===== src/rtl/motor_pkg.sv =====
// Shared types and default tuning constants for the steering PWM controller.
package motor_pkg;

    typedef enum logic [1:0] {
        ST_IDLE  = 2'd0,
        ST_RUN   = 2'd1,
        ST_BRAKE = 2'd2
    } motor_state_t;

    localparam int DEF_POS_W     = 8;
    localparam int DEF_PWM_W     = 8;
    localparam int DEF_CENTER    = 128;
    localparam int DEF_DEADBAND  = 8;
    localparam int DEF_BASE_DUTY = 128;
    localparam int DEF_GAIN_SH   = 0;
    localparam int DEF_SPIN_TH   = 96;
    localparam int DEF_RAMP_STEP = 16;
    localparam int DEF_TIMEOUT   = 4096;

endpackage


===== src/rtl/pwm_ramp_channel.sv =====
// One wheel: slew-limited duty/direction that only moves at the PWM wrap,
// plus the compare against the shared counter.
module pwm_ramp_channel
    import motor_pkg::*;
#(
    parameter int PWM_W     = DEF_PWM_W,
    parameter int RAMP_STEP = DEF_RAMP_STEP
) (
    input  logic             clk,
    input  logic             rst_n,
    input  logic             wrap_i,
    input  logic [PWM_W-1:0] cnt_i,
    input  logic [PWM_W-1:0] tgt_duty_i,
    input  logic             tgt_dir_i,
    output logic [PWM_W-1:0] duty_o,
    output logic             dir_o,
    output logic             pwm_o
);

    localparam logic [PWM_W-1:0] STEP = PWM_W'(RAMP_STEP);

    logic [PWM_W-1:0] duty_q, duty_d;
    logic             dir_q, dir_d;
    logic [PWM_W-1:0] gap;

    // A reversal first drains the duty to zero; the flip itself only happens
    // on a wrap where the duty is already zero, so the bridge never sees a
    // direction change under load.
    always_comb begin
        duty_d = duty_q;
        dir_d  = dir_q;
        gap    = '0;
        if (wrap_i) begin
            if (dir_q != tgt_dir_i) begin
                if (duty_q == '0) begin
                    dir_d = tgt_dir_i;
                end else if (duty_q > STEP) begin
                    duty_d = duty_q - STEP;
                end else begin
                    duty_d = '0;
                end
            end else if (tgt_duty_i > duty_q) begin
                gap    = tgt_duty_i - duty_q;
                duty_d = (gap > STEP) ? duty_q + STEP : tgt_duty_i;
            end else begin
                gap    = duty_q - tgt_duty_i;
                duty_d = (gap > STEP) ? duty_q - STEP : tgt_duty_i;
            end
        end
    end

    always_ff @(posedge clk or negedge rst_n) begin
        if (!rst_n) begin
            duty_q <= '0;
            dir_q  <= 1'b1;
        end else begin
            duty_q <= duty_d;
            dir_q  <= dir_d;
        end
    end

    assign duty_o = duty_q;
    assign dir_o  = dir_q;
    assign pwm_o  = (cnt_i < duty_q);

endmodule


===== src/rtl/motor_steer_pwm.sv =====
// Differential-drive steering: turns object position error into per-wheel
// duty/direction targets, with a watchdog and a braking state.
module motor_steer_pwm
    import motor_pkg::*;
#(
    parameter int POS_W     = DEF_POS_W,
    parameter int PWM_W     = DEF_PWM_W,
    parameter int CENTER    = DEF_CENTER,
    parameter int DEADBAND  = DEF_DEADBAND,
    parameter int BASE_DUTY = DEF_BASE_DUTY,
    parameter int GAIN_SH   = DEF_GAIN_SH,
    parameter int SPIN_TH   = DEF_SPIN_TH,
    parameter int RAMP_STEP = DEF_RAMP_STEP,
    parameter int TIMEOUT   = DEF_TIMEOUT
) (
    input  logic             clk,
    input  logic             rst_n,
    input  logic             enable,
    input  logic             obj_valid,
    input  logic [POS_W-1:0] obj_pos,
    output logic             pwm_left,
    output logic             pwm_right,
    output logic             dir_left,
    output logic             dir_right,
    output logic [PWM_W-1:0] duty_left,
    output logic [PWM_W-1:0] duty_right,
    output logic [1:0]       state
);

    localparam int EW   = POS_W + 1;
    localparam int DW   = POS_W + GAIN_SH + PWM_W + 2;
    localparam int WD_W = $clog2(TIMEOUT + 1);
    localparam logic [WD_W-1:0] WD_LIMIT = WD_W'(TIMEOUT - 1);
    localparam logic [DW-1:0]   BASE_W   = DW'(BASE_DUTY);
    localparam logic [DW-1:0]   MAX_W    = DW'((1 << PWM_W) - 1);

    motor_state_t     state_q;
    logic [PWM_W-1:0] cnt_q;
    logic [WD_W-1:0]  wdog_q;
    logic [PWM_W-1:0] tgtDutyL_q, tgtDutyR_q;
    logic             tgtDirL_q, tgtDirR_q;

    logic             wrap, accept;
    logic signed [EW-1:0] err;
    logic [EW-1:0]    errMag;
    logic [DW-1:0]    delta, outerW, innerW;
    logic [PWM_W-1:0] newDutyL, newDutyR;
    logic             newDirL, newDirR;
    logic [PWM_W-1:0] effDutyL, effDutyR;
    logic             effDirL, effDirR;

    assign wrap   = (cnt_q == '1);
    assign accept = enable && obj_valid && (state_q == ST_IDLE || state_q == ST_RUN);

    assign err    = $signed({1'b0, obj_pos}) - $signed(EW'(CENTER));
    assign errMag = err[EW-1] ? EW'(-err) : EW'(err);
    assign delta  = DW'(errMag) << GAIN_SH;
    assign outerW = (BASE_W + delta > MAX_W) ? MAX_W : BASE_W + delta;
    assign innerW = (delta >= BASE_W) ? '0 : BASE_W - delta;

    // Negative error means the object is to the left, so the left wheel is
    // the inner one; past the spin threshold the inner wheel reverses.
    always_comb begin
        newDutyL = PWM_W'(BASE_DUTY);
        newDutyR = PWM_W'(BASE_DUTY);
        newDirL  = 1'b1;
        newDirR  = 1'b1;
        if (errMag > EW'(DEADBAND)) begin
            if (err[EW-1]) begin
                newDutyR = PWM_W'(outerW);
                if (errMag > EW'(SPIN_TH)) begin
                    newDirL = 1'b0;
                end else begin
                    newDutyL = PWM_W'(innerW);
                end
            end else begin
                newDutyL = PWM_W'(outerW);
                if (errMag > EW'(SPIN_TH)) begin
                    newDirR = 1'b0;
                end else begin
                    newDutyR = PWM_W'(innerW);
                end
            end
        end
    end

    // Braking holds each wheel's present direction so it only ramps down.
    always_comb begin
        effDutyL = '0;
        effDutyR = '0;
        effDirL  = 1'b1;
        effDirR  = 1'b1;
        case (state_q)
            ST_RUN: begin
                effDutyL = tgtDutyL_q;
                effDutyR = tgtDutyR_q;
                effDirL  = tgtDirL_q;
                effDirR  = tgtDirR_q;
            end
            ST_BRAKE: begin
                effDirL = dir_left;
                effDirR = dir_right;
            end
            default: ;
        endcase
    end

    always_ff @(posedge clk or negedge rst_n) begin
        if (!rst_n) begin
            cnt_q <= '0;
        end else begin
            cnt_q <= cnt_q + PWM_W'(1);
        end
    end

    always_ff @(posedge clk or negedge rst_n) begin
        if (!rst_n) begin
            state_q    <= ST_IDLE;
            wdog_q     <= '0;
            tgtDutyL_q <= '0;
            tgtDutyR_q <= '0;
            tgtDirL_q  <= 1'b1;
            tgtDirR_q  <= 1'b1;
        end else begin
            case (state_q)
                ST_IDLE: begin
                    wdog_q <= '0;
                    if (accept) begin
                        state_q    <= ST_RUN;
                        tgtDutyL_q <= newDutyL;
                        tgtDutyR_q <= newDutyR;
                        tgtDirL_q  <= newDirL;
                        tgtDirR_q  <= newDirR;
                    end
                end
                ST_RUN: begin
                    if (accept) begin
                        wdog_q     <= '0;
                        tgtDutyL_q <= newDutyL;
                        tgtDutyR_q <= newDutyR;
                        tgtDirL_q  <= newDirL;
                        tgtDirR_q  <= newDirR;
                    end else if (!enable || wdog_q == WD_LIMIT) begin
                        state_q    <= ST_BRAKE;
                        wdog_q     <= '0;
                        tgtDutyL_q <= '0;
                        tgtDutyR_q <= '0;
                    end else begin
                        wdog_q <= wdog_q + WD_W'(1);
                    end
                end
                ST_BRAKE: begin
                    wdog_q <= '0;
                    if (duty_left == '0 && duty_right == '0) begin
                        state_q   <= ST_IDLE;
                        tgtDirL_q <= 1'b1;
                        tgtDirR_q <= 1'b1;
                    end
                end
                default: begin
                    state_q <= ST_IDLE;
                    wdog_q  <= '0;
                end
            endcase
        end
    end

    pwm_ramp_channel #(.PWM_W(PWM_W), .RAMP_STEP(RAMP_STEP)) u_left (
        .clk        (clk),
        .rst_n      (rst_n),
        .wrap_i     (wrap),
        .cnt_i      (cnt_q),
        .tgt_duty_i (effDutyL),
        .tgt_dir_i  (effDirL),
        .duty_o     (duty_left),
        .dir_o      (dir_left),
        .pwm_o      (pwm_left)
    );

    pwm_ramp_channel #(.PWM_W(PWM_W), .RAMP_STEP(RAMP_STEP)) u_right (
        .clk        (clk),
        .rst_n      (rst_n),
        .wrap_i     (wrap),
        .cnt_i      (cnt_q),
        .tgt_duty_i (effDutyR),
        .tgt_dir_i  (effDirR),
        .duty_o     (duty_right),
        .dir_o      (dir_right),
        .pwm_o      (pwm_right)
    );

    assign state = state_q;

endmodule


===== config.mk =====
export PLATFORM = sky130hd
export DESIGN_NAME = motor_steer_pwm
export DESIGN_NICKNAME = d
export VERILOG_FILES = /design/src/rtl/motor_pkg.sv /design/src/rtl/pwm_ramp_channel.sv /design/src/rtl/motor_steer_pwm.sv
export SDC_FILE = /design/constraint.sdc
export NUM_CORES = 1
export LEC_CHECK = 0
export CAP_MARGIN = 20
export CORE_ASPECT_RATIO = 1.25
export CORE_MARGIN = 1.5
export CORE_UTILIZATION = 47
export DETAILED_ROUTE_END_ITERATION = 7
export PLACE_DENSITY = 0.65
export REMOVE_ABC_BUFFERS = 1
export SLEW_MARGIN = 20
export SYNTH_ARGS = -nofsm -noshare
export SYNTH_HDL_FRONTEND = slang
export SYNTH_HIERARCHICAL = 1
export SYNTH_SLANG_ARGS = --single-unit

===== constraint.sdc =====
create_clock -name clk -period 4.8 [get_ports clk]
set_clock_uncertainty 0.15 [all_clocks]
set_input_delay 0.96 -clock clk [delete_from_list [all_inputs] [get_ports clk]]
set_output_delay 0.96 -clock clk [all_outputs]
set_load 0.005 [all_outputs]

-- Word level (Yosys, flattened, before mapping)
Cells that the tools add are included.
- equal/unequal tests: 14
- mux-type cells: 49
- add/subtract/negate cells: 14
- order comparisons: 14
- reductions and logical operators: 19
- operators by type and width (cell ; count):
    8-bit two-way mux ; 26
    8-bit by 5-bit greater-than comparator with 1-bit output, second input constant ; 6
    13-bit two-way mux ; 3
    8-bit one-hot mux with 2 select lines ; 2
    8-bit subtractor ; 4
    8-bit by 5-bit adder with 8-bit output, second input constant ; 2
    8-bit greater-than comparator ; 2
    8-bit logical NOT ; 2
    8-bit less-than comparator ; 2
    8-bit by 5-bit subtractor with 8-bit output, second input constant ; 2
    13-bit by 1-bit adder with 13-bit output, second input constant ; 1
    13-bit by 12-bit equality test with 1-bit output, second input constant ; 1
    3-bit AND reduction ; 4
    8-bit by 9-bit adder with 10-bit output, first input constant ; 1
    10-bit by 8-bit greater-than comparator with 1-bit output, second input constant ; 1
    2-bit inequality test, second input constant ; 5
    9-bit by 8-bit >= comparator with 1-bit output, second input constant ; 1
    9-bit by 4-bit greater-than comparator with 1-bit output, second input constant ; 1
    9-bit by 7-bit greater-than comparator with 1-bit output, second input constant ; 1
    9-bit two-way mux ; 1
    9-bit negator ; 1
    8-bit by 8-bit subtractor with 9-bit output, second input constant ; 1
    8-bit by 1-bit adder with 8-bit output, second input constant ; 1
    8-bit equality test, second input constant ; 1
    other kinds (18) ; 38
- bits of input ports: 12
- bits in registers: 59
- logic and storage cells: 121

-- Depth between registers and ports, before layout
Gate-level depths: netlist (run 1).
- depth in word-level cells: 10
- gate-level depth with buffers: 16
- depth with buffers taken out: 14

-- By module
The synthesis (run 1) kept the hierarchy.
- modules (own cells, without submodules) (module ; instances ; cells an instance ; area each (µm²)):
    pwm_ramp_channel ; 2 ; 191 ; 1632.8
    motor_steer_pwm ; 1 ; 303 ; 2705.1

-- Worst setup path after synthesis (run 1)
Ideal clock, no wire load.
- kind: reg2reg
- from: reg state_q[1] (netlist: state[1])
- to: reg u_left.duty_q[0] (netlist: u_left/duty_o[0])
- slack: 1.189 ns
- arrival: 3.340 ns
- period minus slack after synthesis: 3.611 ns
- cell stages (with the launch flop): 15
- setup time: 0.122 ns
- cell sequence: dfrtp_1 -> inv_1 -> ha_1 -> clkbuf_1 -> clkbuf_1 -> and2_1 -> inv_1 -> ha_1 -> nor2b_1 -> o211a_1 -> o311a_2 -> a31oi_4 -> nor3_4 -> or2_2 -> a32o_1
- cells in the longest elaborated chain, start to end: 7
- RTL lines (what ; RTL line ; RTL):
    from (decl) ; motor_steer_pwm.sv:37 ; motor_state_t state_q;
    from (signal assigned) ; motor_steer_pwm.sv:118 ; state_q <= ST_IDLE;
    from (signal assigned) ; motor_steer_pwm.sv:129 ; state_q <= ST_RUN;
    from (signal assigned) ; motor_steer_pwm.sv:144 ; state_q <= ST_BRAKE;
    2-bit by 1-bit equality test with 1-bit output (*) ; motor_steer_pwm.sv:93 ; case (state_q)
    8-bit two-way mux (*) ; motor_steer_pwm.sv:93 ;
    via effDutyL[1] ; motor_steer_pwm.sv:49 ; logic [PWM_W-1:0] effDutyL, effDutyR;
    8-bit subtractor, on equally long branches ; pwm_ramp_channel.sv:46, pwm_ramp_channel.sv:43 ;
    8-bit by 5-bit greater-than comparator with 1-bit output, on equally long branches ; pwm_ramp_channel.sv:47, pwm_ramp_channel.sv:44 ;
    8-bit two-way mux, on equally long branches ; pwm_ramp_channel.sv:47, pwm_ramp_channel.sv:44 ;
    8-bit two-way mux (*) ; pwm_ramp_channel.sv:42 ; end else if (tgt_duty_i > duty_q) begin
    8-bit two-way mux (*) ; pwm_ramp_channel.sv:34 ; if (dir_q != tgt_dir_i) begin
    to (signal assigned) ; pwm_ramp_channel.sv:57 ; duty_q <= duty_d;
    to (decl) ; pwm_ramp_channel.sv:22 ; logic [PWM_W-1:0] duty_q, duty_d;
Mark *: on every way through the listed nets, which the timed path passes. The rest lies on a longest branch.
A chain may end at the register's enable or synchronous reset.

-- Worst setup path in the final report (run 1)
- from: reg state_q[1] (netlist: state[1])
- to: reg u_right.duty_q[3] (netlist: u_right/duty_o[3])
- cells in the longest elaborated chain, start to end: 7
- RTL lines (what ; RTL line):
    2-bit by 1-bit equality test with 1-bit output (*) ; motor_steer_pwm.sv:93
    8-bit two-way mux (*) ; motor_steer_pwm.sv:93
    via effDutyR[6] ; motor_steer_pwm.sv:49
    8-bit subtractor, on equally long branches ; pwm_ramp_channel.sv:46, pwm_ramp_channel.sv:43
    8-bit by 5-bit greater-than comparator with 1-bit output, on equally long branches ; pwm_ramp_channel.sv:47, pwm_ramp_channel.sv:44
    8-bit two-way mux, on equally long branches ; pwm_ramp_channel.sv:47, pwm_ramp_channel.sv:44
    8-bit two-way mux (*) ; pwm_ramp_channel.sv:42
    8-bit two-way mux (*) ; pwm_ramp_channel.sv:34
    to (signal assigned) ; pwm_ramp_channel.sv:57
    to (decl) ; pwm_ramp_channel.sv:22
Marked as above.

==> flow_summary.toml, run 1 <==
[outcome]
result_of_the_run = "complete, no violations"

[floorplan]
initial_core_util_pct = 48.6
core_um2 = 12300
die_width_um = 104
die-area_um2 = 13400
die_h_um = 129
row_count = 45
io_pins = 34

[critical_path]
regToRegEndpoint = "u_right/duty_o[3]"
crit_chain = "inv_1 -> ha_1 -> and2_1 -> inv_1 -> ha_1 -> o21ai_0 -> a21oi_1 -> o22ai_1 -> or2_2 -> nor4_4 -> o311ai_2 -> a32o_1"
buf_inv_stages_crit_path = 2
cp_max_delay_cell = "sky130_fd_sc_hd__ha_1"
worst-r2r-setup-slack_ns = 0.87
critical_path_capture_point_type = "flop"
worst-endpoint-arrival_ns = 3.99
worst-setup-path-type = "flop to flop"
crit_path_max_incr_delay_ns = 0.53
crit_required_ns = 4.85
timing.critical_path.fanout_max = 23
critical-path-top-delay-family = "adder cells"
ff2ff_path_depth = 12
critical_path.reg2reg.startpoint = "state[1]"
setup.worst_path.start_class = "flop"

[job]
maxCapViolCount = 0

[sta]
worst_hold_slack_ns = 0.317
fin_crit_ns = 3.93
final_max_slew_viols = 0
rsz0062_at_grt = "no"
relSlewSlack_pct = 55.3
final_min_period_over_clock_period_pct = 82.0
setup_tns_ns = 0
setup_viol = 0
max_freq_ghz = 0.254
timing_worst_slew_pin_value_ns = 0.670
finalHoldViolCount = 0

[min_path]
min_path_cells = 2
timing.hold.worst.class = "flop to flop"
timing.hold.worst.start = "tgtDutyR_q[3]"
worstHoldEndpoint = "tgtDutyR_q[3]"

[pwr]
powerDensity_nw_per_um2 = 462
p_leak_nw = 2.86
maximum_vdd_drop_mv = 0.284

[route]
drc = 0
detail_route.wl_per_cell_um = 17.8
dr.pass1.iters = 6
detailroute.via_count = 5322
routed_wirelength_um = 15500
drt_first_iter_violations = 273
antenna_violating_nets_post_route = 0
via_per_inst = 6.10

[global_routing]
first_global_vias = 5148
overflow = 0
grt_pass1_wl_um = 25600
grtUsageTotal_pct = 23.3
largest_net_degree_at_the_start_of_global_routing = 33
antenna_found_initial = 0

[synth]
synth_area_um2 = 5970
cells_after_synthesis = 685
synth_edf_count = 0
netlist_top_cells_area = "sky130_fd_sc_hd__dfrtp_1 23%, sky130_fd_sc_hd__ha_1 12%, sky130_fd_sc_hd__xnor2_1 3.5%, sky130_fd_sc_hd__inv_1 3.3%, sky130_fd_sc_hd__a21oi_1 2.8%"
synth.yosys.warnings = 6
netlist-cell-type-count = 85
ys_ff_latch = 59
synth_top_cell_area_share_pct = 23.1
postSynthAreaPerCell_um2 = 8.72
async_reset_ff_share_pct = 100
synth_top_cell_by_area = "sky130_fd_sc_hd__dfrtp_1"
ys_seq_area_share_pct = 24.8
synthFlopType = "sky130_fd_sc_hd__dfrtp_1"

[cts]
clockBufferDepth = 2
cts_hold_buffers = 0
cts_tree = "yes"
number_of_buffers_created_by_cts = 9
clk-insertion-delay-late_ns = 0.33
cts_sinks = 59
clock_tree.root_cell = "sky130_fd_sc_hd__clkbuf_16"
clk_pin_slew_worst_paths_ns = 0.05
post_cts.repair.setup_buffers = 0
cts_repair_resize_count = 0
htree_num_levels = 3

[placed_design]
post-dp-hpwl_um = 11800
gpl.final_weighted_congestion = 0.940
port_buffers = 33

[final_layout]
fill_cells = 1185
insertedDiodeCount = 0
share_of_layout_cells_above_drive_strength_1_pct = 9.89
fin_util_pct = 54.7
final_stage_net_count = 776
multiInputGateArea_um2 = 4150
area_growth_pct = 12.5
sequential_cell_area_in_the_final_layout_um2 = 1480
[cells in the final DEF (no fill, tap or decap), types with 6 or more instances in the layout]
cell / Yosys / routed
sky130_fd_sc_hd__xor2_1: 17 / 17
sky130_fd_sc_hd__clkdlybuf4s50_1: 0 / 32
sky130_fd_sc_hd__o21ai_1: 9 / 9
sky130_fd_sc_hd__a32o_1: 9 / 9
sky130_fd_sc_hd__nor3_1: 11 / 11
sky130_fd_sc_hd__mux2i_1: 6 / 6
sky130_fd_sc_hd__and3_1: 14 / 14
sky130_fd_sc_hd__o31ai_1: 6 / 6
sky130_fd_sc_hd__ha_1: 59 / 59
sky130_fd_sc_hd__a22oi_1: 8 / 8
sky130_fd_sc_hd__nand3_1: 21 / 21
sky130_fd_sc_hd__dfrtp_1: 55 / 55
sky130_fd_sc_hd__xnor2_1: 24 / 24
sky130_fd_sc_hd__nor2_1: 40 / 40
sky130_fd_sc_hd__nor2b_1: 8 / 8
sky130_fd_sc_hd__a31oi_1: 13 / 13
sky130_fd_sc_hd__or3_1: 6 / 6
sky130_fd_sc_hd__o221ai_1: 6 / 6
sky130_fd_sc_hd__o21ai_0: 32 / 32
sky130_fd_sc_hd__o211ai_1: 7 / 7
sky130_fd_sc_hd__or2_2: 7 / 7
sky130_fd_sc_hd__a21oi_1: 33 / 33
sky130_fd_sc_hd__clkbuf_16: 0 / 9
sky130_fd_sc_hd__a21o_1: 17 / 17
sky130_fd_sc_hd__nor4_1: 9 / 9
sky130_fd_sc_hd__nand2b_1: 6 / 6
sky130_fd_sc_hd__and2_1: 25 / 25
sky130_fd_sc_hd__o21a_1: 9 / 9
sky130_fd_sc_hd__inv_1: 53 / 53
sky130_fd_sc_hd__nand2_1: 38 / 38
[stage by stage]
stage | cells | worst slack [ns] | power [mW] | cell area, um^2
floorplan | 657 | 1.40 | 1.97 | 5830
global placement | 856 | 0.993 | 2.31 | 6380
detailed placement | 856 | 0.927 | 2.35 | 6380
CTS | 872 | 0.879 | 3.08 | 6720
global route | 872 | 0.553 | 3.30 | 6720
finish | 872 | 0.865 | 3.10 | 6720
[final cells by class]
| cell class | count | share of cell area [%] |
|---|---|---|
| clock inverters | 3 | 1.02 |
| flip-flops and latches | 59 | 22.1 |
| multi-input cells | 544 | 61.7 |
| clock buffers | 13 | 4.02 |
| well taps | 164 | 3.06 |
| inverters | 54 | 3.02 |
| repair buffers | 35 | 5.07 |
[cells in the mapped netlist (all sizes together), types with 9 or more instances]
cell type	number
clkbuf	14
a32o	9
nor2b	10
a21o	17
nand2	39
nor3	16
and2	25
xor2	17
ha	59
dfrtp	55
a21oi	34
nand3	24
inv	53
and3	17
buf	14
xnor2	24
nor2	40
o21ai	41
o21a	9
nor4	11
a31oi	15
[registers in the layout, indices dropped and copies added (netlist names)]
name            count
cnt_q               8
state               2
tgtDirL_q           1
tgtDirR_q           1
tgtDutyL_q          8
tgtDutyR_q          8
u_left/dir_o        1
u_left/duty_o       8
u_right/dir_o       1
u_right/duty_o      8
wdog_q             13
[cells by family (layout without fill, tap and decap cells)]
group,after synthesis,after routing,share of synthesized area (%)
and+or+nand+nor,223,223,21.8
AOI/OAI and AO/OA,209,209,26.9
buffers and inverters,82,105,5.74
adders and majority gates,61,61,13.0
DFF,59,59,24.8
xor gates and xnor gates,41,41,6.01
muxes,10,10,1.76
[how the worst max path moves through the flow]
stage                                    to  cells after the start  slack [ns]        from
after global placement        tgtDutyL_q[5]                      9        0.99  obj_pos[0]
after global routing      u_right/duty_o[3]                     12        0.55    state[1]
after CTS                 u_right/duty_o[3]                     12        0.88    state[1]
after detailed placement  u_right/duty_o[1]                     12        0.93    state[1]
after floorplan            u_left/duty_o[0]                     12        1.40    state[1]
final                     u_right/duty_o[3]                     12        0.87    state[1]
[layer usage]
layer  wire (um)  vias to the layer above  track usage [%]
li1            -                     2565                -
met1        7050                     2609             30.0
met2        7650                      127             41.3
met3         542                       21             3.07
met4         253                        0             6.45
met5           0                        -                0
[where the power goes]
part,switching [mW],internal [mW]
sequential,0.0571,0.579
clock,0.228,0.499
combinational,1.05,0.692
[worst min-delay path, cell delays in order (launching register included)]
cell	delay (ns)
sky130_fd_sc_hd__dfrtp_1	0.33
sky130_fd_sc_hd__nand2_1	0.04
sky130_fd_sc_hd__o21ai_0	0.06
Power figures use the tool's default switching activity.
==> inputs of run 2 (changes only) <==
Settings changed: PLACE_DENSITY 0.65 to 0.68.
Clock period 4.8 ns to 3.6 ns, I/O delays scaled along.
==> flow_summary.toml, run 2 (synthesized netlist as in run 1, its figures left out) <==
[sta]
final_min_period_over_clock_period_pct = 95.7
setup_tns_ns = 0
finalHoldViolCount = 0
relSlewSlack_pct = 60.6
rsz0062_at_grt = "no"
timing_worst_slew_pin_value_ns = 0.591
fin_crit_ns = 3.44
final_max_slew_viols = 0
max_freq_ghz = 0.290
setup_viol = 0

[route]
antenna_violating_nets_post_route = 0
dr.pass1.iters = 6
drc = 0
drt_first_iter_violations = 232
detail_route.wl_per_cell_um = 17.2
via_per_inst = 6.04
routed_wirelength_um = 15700
detailroute.via_count = 5508

[global_routing]
grt_pass1_wl_um = 25600
grtUsageTotal_pct = 23.7
overflow = 0
first_global_vias = 5185
largest_net_degree_at_the_start_of_global_routing = 46
antenna_found_initial = 0

[final_layout]
layout.cells.most_common = "sky130_fd_sc_hd__ha_1"
fill_cells = 1149
layout_common_cells = "56 x sky130_fd_sc_hd__ha_1, 55 x sky130_fd_sc_hd__dfrtp_1, 52 x sky130_fd_sc_hd__inv_1"
final_stage_net_count = 816
largest-register = "wdog_q"
area_growth_pct = 17.3
insertedDiodeCount = 0
share_of_layout_cells_above_drive_strength_1_pct = 15.5
fin_util_pct = 57.0
largest_register_ffs = 13

[floorplan]
row_count = 45
io_pins = 34
core_um2 = 12300
die_width_um = 104
die-area_um2 = 13400
die_h_um = 129
initial_core_util_pct = 48.6

[critical_path]
setup.worst_path.start_class = "flop"
worst-setup-path-type = "flop to output pin"
critical_path_capture_point_type = "output pin"
critical_path.reg2reg.startpoint = "state[1]"
timing.critical_path.fanout_max = 3
crit_required_ns = 2.73
startpoint = "u_right/duty_o[1]"
worst-endpoint-arrival_ns = 2.57

[pwr]
internal_power_mw = 2.45
maximum_vdd_drop_mv = 0.386
seq_power_share_pct = 19.4
power_switching_mw = 1.87
total_power_consumption_of_the_routed_design_mw = 4.32
powerDensity_nw_per_um2 = 617
p_leak_nw = 3.04
switching_share_pct = 43.3
share_clk_of_total_power_pct = 19.9
combinationalPowerShare_pct = 60.7

[placed_design]
gpl.final_weighted_congestion = 0.896
port_buffers = 33
post-dp-hpwl_um = 12100

[min_path]
timing.hold.worst.class = "input port to async pin"

[outcome]
result_of_the_run = "complete, no violations"

[job]
maxCapViolCount = 0

[cts]
clock_tree.root_cell = "sky130_fd_sc_hd__clkbuf_16"
clockBufferDepth = 2
clk-insertion-delay-late_ns = 0.33
cts_tree = "yes"
cts_sinks = 59
clk_pin_slew_worst_paths_ns = 0.05
htree_num_levels = 3
number_of_buffers_created_by_cts = 9
==> run 2: cell count changes in the layout (fill, tap and decap cells not counted), moves of 2 or more <==
cell and delta:
sky130_fd_sc_hd__clkinv_2 +2, sky130_fd_sc_hd__ha_2 +2, sky130_fd_sc_hd__buf_4 +41, sky130_fd_sc_hd__clkbuf_8 -3
sky130_fd_sc_hd__ha_1 -3, sky130_fd_sc_hd__clkinv_4 +2
==> run 2: cell type report <==
| class | count | area, um^2 | area share, % |
|---|---|---|---|
| Clock inverter | 7 | 75.1 | 1.07 |
| Inverter | 54 | 203 | 2.89 |
| Timing Repair Buffer | 75 | 643 | 9.19 |
| Tap cell | 164 | 205 | 2.93 |
| Clock buffer | 9 | 225 | 3.22 |
| Sequential cell | 59 | 1480 | 21.2 |
| Multi-Input combinational cell | 544 | 4170 | 59.5 |
==> run 2: path summary, 6_finish.rpt <==
check	end	slack [ns]	cells past startpoint
min in group clk	tgtDutyR_q[1]	0.32	2
max reg2reg	u_right/duty_o[3]	0.21	12
min	u_left/duty_o[7]	0.24	1
min reg2reg	tgtDutyR_q[1]	0.32	2
max	pwm_right	0.16	9
max in group asynchronous	state[1]	2.41	2
==> run 2: layer usage <==
| layer | GRT usage [%] | vias up | wire length, um |
|---|---|---|---|
| li1 | - | 2665 | - |
| met1 | 29.0 | 2622 | 6720 |
| met2 | 43.5 | 199 | 7920 |
| met3 | 2.97 | 22 | 799 |
| met4 | 7.84 | 0 | 269 |
| met5 | 0 | - | 0 |
==> run 2: repair_timing <==
action	in CTS	in global routing
buffers inserted	0	3
pin swaps	0	2
hold buffers	0	0
setup endpoints to repair	5	12
endpoints found under the hold margin	0	0
resized for setup	1	5
==> run 2: critical path, cell delays in order, from the launching register on <==
cell,delay (ns)
sky130_fd_sc_hd__dfrtp_1,0.37
sky130_fd_sc_hd__inv_1,0.14
sky130_fd_sc_hd__ha_1,0.26
sky130_fd_sc_hd__a21o_1,0.16
sky130_fd_sc_hd__a21o_1,0.17
sky130_fd_sc_hd__a21o_1,0.19
sky130_fd_sc_hd__a21o_1,0.18
sky130_fd_sc_hd__a21oi_1,0.15
sky130_fd_sc_hd__o21a_1,0.14
sky130_fd_sc_hd__clkdlybuf4s50_1,0.48
==> run 2: power by group through the flow <==
stage | registers, mW | clock network [mW] | logic (mW)
floorplan | 0.826 | 0 | 1.80
detailed placement | 0.846 | 0 | 2.47
finish | 0.838 | 0.860 | 2.62
global route | 0.849 | 0.904 | 2.84
global placement | 0.843 | 0 | 2.42
CTS | 0.835 | 0.879 | 2.49
==> run 2: stage by stage <==
step / area (um^2) / std cells / hold WS, ns / setup WS [ns]
floorplan: 5830 / 657 / 0.274 / 0.197
global placement: 6650 / 893 / 0.307 / 0.110
detailed placement: 6650 / 893 / 0.315 / 0.0147
CTS: 6960 / 909 / 0.327 / 0.0947
global route: 7000 / 912 / 0.292 / 0.0174
finish: 7000 / 912 / 0.240 / 0.156
